<file path="config.mk">
export PLATFORM = sky130hd
export DESIGN_NAME = cy_stream_serializer
export DESIGN_NICKNAME = d
export VERILOG_FILES = /design/src/rtl/cy_stream_serializer.sv
export SDC_FILE = /design/constraint.sdc
export NUM_CORES = 1
export LEC_CHECK = 0
export ABC_AREA = 1
export ABC_CLOCK_PERIOD_IN_PS = 3400
export BUFFER_PORTS_ARGS = -buffer_cell sky130_fd_sc_hd__buf_4
export CORE_MARGIN = 3
export CORE_UTILIZATION = 30
export DETAILED_ROUTE_END_ITERATION = 16
export GPL_ROUTABILITY_DRIVEN = 1
export PLACE_DENSITY = 0.5
export RECOVER_POWER = 100
export SETUP_SLACK_MARGIN = 0.15
export SYNTH_ARGS = -nofsm -noshare
export SYNTH_HDL_FRONTEND = slang
export SYNTH_SLANG_ARGS = --single-unit
</file>
<file path="constraint.sdc">
create_clock -name i_clk -period 3.4 [get_ports i_clk]
set_input_delay 0.68 -clock i_clk [delete_from_list [all_inputs] [get_ports i_clk]]
set_output_delay 0.68 -clock i_clk [all_outputs]
set_load 0.01 [all_outputs]
</file>
<file path="src/rtl/cy_stream_serializer.sv">
// rtl/cy_stream_serializer.sv - wide-word to DW-bit beat serializer with registered valid/ready output
module cy_stream_serializer #(
  parameter int DW        = 8,
  parameter int NBEATS    = 4,
  parameter int MSB_FIRST = 1,
  parameter int BW        = (NBEATS > 1) ? $clog2(NBEATS) : 1
) (
  input  logic                 i_clk,
  input  logic                 i_reset,
  input  logic                 i_valid,
  output logic                 o_ready,
  input  logic [DW*NBEATS-1:0] i_data,
  output logic                 o_valid,
  input  logic                 i_ready,
  output logic [DW-1:0]        o_data,
  output logic                 o_last,
  output logic [BW-1:0]        o_beat
);

  localparam int W = DW * NBEATS;
  localparam logic [BW-1:0] LAST_IDX = BW'(NBEATS - 1);

  typedef enum logic [0:0] {S_IDLE, S_SEND} state_t;

  state_t          state_q;
  logic [W-1:0]    sh_q;
  logic            valid_q;
  logic [DW-1:0]   data_q;
  logic            last_q;
  logic [BW-1:0]   beat_q;

  logic            accept;
  logic            advance;
  logic [DW-1:0]   load_beat;
  logic [W-1:0]    load_rest;
  logic [DW-1:0]   next_beat;
  logic [W-1:0]    next_rest;
  logic [BW-1:0]   beat_inc;

  // Upstream ready: idle, or the last beat is leaving this edge (zero-bubble reload).
  // Combinational from i_ready by design.
  always_comb begin
    o_ready = !i_reset && ((state_q == S_IDLE) || (valid_q && i_ready && last_q));
  end

  // Beat extraction: the shift register holds the not-yet-sent beats aligned to
  // the end that gets emitted next, so every pick comes from a fixed slice.
  always_comb begin
    accept    = i_valid && o_ready;
    advance   = valid_q && i_ready;
    beat_inc  = beat_q + BW'(1);
    load_beat = (MSB_FIRST != 0) ? i_data[W-1 -: DW] : i_data[DW-1:0];
    load_rest = (MSB_FIRST != 0) ? (i_data << DW) : (i_data >> DW);
    next_beat = (MSB_FIRST != 0) ? sh_q[W-1 -: DW] : sh_q[DW-1:0];
    next_rest = (MSB_FIRST != 0) ? (sh_q << DW) : (sh_q >> DW);
  end

  // Serializer FSM: load on accept, step on each downstream handshake, hold on stall.
  always_ff @(posedge i_clk) begin
    if (i_reset) begin
      state_q <= S_IDLE;
      valid_q <= 1'b0;
      data_q  <= '0;
      last_q  <= 1'b0;
      beat_q  <= '0;
    end else if (accept) begin
      state_q <= S_SEND;
      valid_q <= 1'b1;
      data_q  <= load_beat;
      sh_q    <= load_rest;
      beat_q  <= '0;
      last_q  <= (NBEATS == 1);
    end else if (advance) begin
      if (last_q) begin
        state_q <= S_IDLE;
        valid_q <= 1'b0;
        last_q  <= 1'b0;
      end else begin
        data_q  <= next_beat;
        sh_q    <= next_rest;
        beat_q  <= beat_inc;
        last_q  <= (beat_inc == LAST_IDX);
      end
    end
  end

  assign o_valid = valid_q;
  assign o_data  = data_q;
  assign o_last  = last_q;
  assign o_beat  = beat_q;

endmodule

</file>
Yosys cells after proc, flatten, opt, wreduce, memory -nomap -nowiden. Cells that the tools add are included.

Register bits after elaboration: 44. Bits of input ports: 36. Output and inout port bits: 13. Word-level logic and storage cells: 35.

Add/subtract/negate cells: 1. Equality and inequality tests: 2. Mux-type cells: 10. Bitwise logic cells: 3. Reduce and logical (&&, ||, !) cells: 13.

Operator list (count): 2-to-1 mux 32 bit (3); 2-to-1 mux 8 bit (3); AND reduction 2 bit (3); logical AND 1 bit (4); 2-to-1 mux 1 bit (4); nonzero test 2 bit (2); inverter 1 bit (3); AND reduction 3 bit (1); adder 2 x 1 -> 2 bit (second input constant) (1); == test 2 bit (second input constant) (1); inequality test 2 x 1 -> 1 bit (second input constant) (1); OR reduction 2 bit (1); logical NOT 1 bit (1); logical OR 1 bit (1).

Logic depth before layout (Yosys ltp).
Depth in word-level cells: 7. Gate-level depth with buffers: 7. Depth with buffers taken out: 6.

Worst setup path after synthesis. Ideal clock, no wire load.

Path type: input to register. Start: input i_ready. End: register sh_q[10], enable pin. Library setup time: 413 ps. Arrival time: 2403 ps. Data required time: 2987 ps. Setup slack: 584 ps. Cell stages on the path: 5. Cells stage by stage: nand2_1 -> nand2_4 -> nand3_4 -> buf_2 -> a21oi_1.

Cells in the longest elaborated chain, start to end: 7. Elaborated cells on any way between the ends: 8. Those cells by class: eq/ne (1); reduce/logical (7).

RTL lines: start: declaration (RTL line 14) `input logic i_ready,`; logical AND 1 bit (*) (RTL line 43, 50); logical AND 1 bit (RTL line 43) `o_ready = !i_reset && ((state_q == S_IDLE) || (valid_q && i_ready && last_q));`; logical OR 1 bit (RTL line 43); logical AND 1 bit (RTL line 43); logical AND 1 bit (RTL line 49) `accept = i_valid && o_ready;`; inequality test 2 x 1 -> 1 bit (no line) / nonzero test 2 bit (equally long branches); AND reduction 3 bit (no line) (*); end signal: assignment (RTL line 70) `sh_q <= load_rest;`; end signal: assignment (RTL line 80) `sh_q <= next_rest;`; end: declaration (RTL line 26) `logic [W-1:0] sh_q;`.

Every way passes the cells marked *; elsewhere a longest branch is shown, timed or not. A chain may end at the register's enable or synchronous reset.

Final worst setup path.
Start: input i_reset. End: output o_ready.

Cells in the longest elaborated chain, start to end: 2.

RTL lines: start: declaration (RTL line 9) `input logic i_reset,`; logical NOT 1 bit (RTL line 43); logical AND 1 bit (RTL line 43); end: declaration (RTL line 11) `output logic o_ready,`.

No other way between the ends.

==> results.md <==
* Core area at 5240 sq um
* Max Cap Viol at 0
* CP startpoint kind: input pin
* Reg clk slew, reported paths at 70 ps
* Post-Syn Area per Cell at 8.76 sq um
* DP HPWL at 2.30 mm
* Leakage at 0.969 nW
* Register area share after synthesis at 0.577
* Initial Util at 0.318
* Vias in the first global route at 1,323
* RSZ-0062 raised after global routing: false
* Num CTS Buffers at 5
* Gate Count Post-Synth at 190
* GRT overflow at 0
* Mapped cell area at 1660 sq um
* Peak supply drop at 0.181 mV
* DIE AREA at 6480 sq um
* Routed vias at 1,331
* Post-route ant nets at 0
* Slowest cell on crit path: clkbuf_1
* Pwr Density at 466 nW/um^2
* Hold Path Class: reg2reg
* Chip height at 80.5 microns
* Detailed router's first-iteration violation count at 57
* Setup TNS at 0 ps
* CTS max path bufs at 2
* Final Max Tran Viols at 0
* I/O Buffers at 48
* Yosys cell types at 20
* Final wirelength at 3.45 mm
* WS Path Type: in2out
* Ports at 49
* Period utilization at 0.763
* Vias/cell at 4.32
* TritonRoute pass-1 iters at 4
* Crit path capture type: output pin
* Clock sinks at 36
* Pwr Total at 995 uW
* Post-CTS sizing at 0
* Syn-to-layout area delta at 28.4%
* CP Max Fanout at 17
* Cts hold-fix bufs at 0
* Number of diodes at 0
* Placer congestion estimate at 0.751
* Post-layout min period at 2590 ps
* CTS tree: built
* Crit path DAT at 1910 ps
* Clk_lat worst skew at 290 ps
* Max Fclk at 386 MHz
* Nets at 274
* Hold Fails Final Rpt at 0
* Number of fill cells in the layout at 565
* CTS H-tree lvls at 2
* Root Driver: clkbuf_8
* Ratio of cells with drive above 1 in the final layout at 0.202
* Flops & latches, synth at 36
* Initial antenna violation count at 0
* Max-slew headroom at 0.501
* CP max stage delay at 580 ps
* Global Route Usage Sum at 0.117
* Final Skew at 9.71 ps
* Req. time, crit path at 2720 ps
* Final setup vio count at 0
* Worst slew pin tran at 748 ps
* Avg WL per Cell at 11.2 microns
* Setup bufs post-CTS at 0
* DR DRC count at 0
* Cell breakdown of the critical path: clkbuf_1, a21oi_2, clkbuf_1, buf_4
* Status: complete, no violations
* Die Span X at 80.5 microns
* Row Count at 26
* Syn_nets at 227
* Finished Core Util at 0.408
* Largest net degree at the start of global routing at 45
* Global-route wire length before repair at 5.88 mm
* CP most frequent cell: clkbuf_1
* Ys Warns at 0
## placed cells by master (no fill, tap or decap)
cell and instances:
nand3_1 26, a21oi_2 1, nor2_1 8, nand3b_1 1, bufinv_16 1, edfxtp_1 24
ha_1 1, clkinv_2 1, clkbuf_1 15, nand2_4 1, buf_4 37, clkbuf_8 5
nor2_2 1, nand2_1 62, inv_1 20, nand4_1 8, dfxtp_1 12, o21ai_0 1
nand3_4 1, a21oi_1 11, xor2_1 1
## through the flow
stage / setup WS [ps] / hold WS (ps) / std cells / instance area, sq um
2_1_floorplan: 584 / 495 / 190 / 1660
3_3_place_gp: 1330 / 478 / 300 / 2090
3_5_place_dp: 1320 / 481 / 300 / 2090
4_1_cts: 1320 / 492 / 308 / 2190
5_1_grt: 678 / 521 / 308 / 2140
6_report: 807 / 488 / 308 / 2140
## cells by family after synthesis
logic type	count (synthesis)	share of synthesized area
flops	36	0.577
simple gates	108	0.292
fa+ha+maj	1	0.00752
buf+inv	31	0.0767
compound gates	13	0.0413
xor+xnor	1	0.00526
## Yosys cell counts (all sizes together)
cell type | number | area (sq um)
nand2 | 63 | 244
nand3 | 27 | 148
edfxtp | 24 | 721
inv | 20 | 75.1
a21oi | 12 | 63.8
dfxtp | 12 | 240
nor2 | 9 | 36.3
buf | 8 | 41.3
nand4 | 8 | 50.1
clkbuf | 3 | 11.3
ha | 1 | 12.5
nand3b | 1 | 7.51
o21ai | 1 | 5.00
xor2 | 1 | 8.76
## final timing paths
check	from	to	slack (ps)	depth (start not counted)
min	o_data[1]$_SDFFE_PP0P_	o_data[1]$_SDFFE_PP0P_	490	2
max	i_reset	o_ready	810	4
max reg2reg	o_valid$_SDFFE_PP0P_	sh_q[8]$_SDFFCE_PP0P_	1690	3
min reg2reg	o_data[1]$_SDFFE_PP0P_	o_data[1]$_SDFFE_PP0P_	490	2
## registers in the layout, indices dropped and copies added, names as in the netlist
signal / count
sh_q: 24
o_data: 8
o_beat: 2
o_last: 1
o_valid: 1
## power by group
group | internal (mW) | total, mW | switching [mW]
logic | 0.0537 | 0.123 | 0.0695
clock network | 0.218 | 0.371 | 0.153
registers | 0.492 | 0.501 | 0.00875
## routing by layer
layer  vias up  track usage  share of wire
li1        717            -              -
met5         -            0              0
met4         0       0.0456          0.013
met2        44        0.186           0.44
met3         5       0.0437          0.095
met1       565        0.142           0.45
## final cells by class
cell class | instances | area [sq um] | area share
flip-flops and latches | 36 | 961 | 0.450
multi-input cells | 123 | 576 | 0.269
repair buffers | 51 | 330 | 0.155
well taps | 70 | 87.6 | 0.0410
inverters | 20 | 75.1 | 0.0351
clock buffers | 6 | 72.6 | 0.0340
clock inverters | 2 | 35.0 | 0.0164
## worst max-delay path, delay by kind of cell
| kind | cells | cell delay [ps] |
|---|---|---|
| AOI/OAI and AO/OA | 1 | 170 |
| buffers and inverters | 3 | 1050 |
No activity file was read; power rests on OpenSTA's default activity.
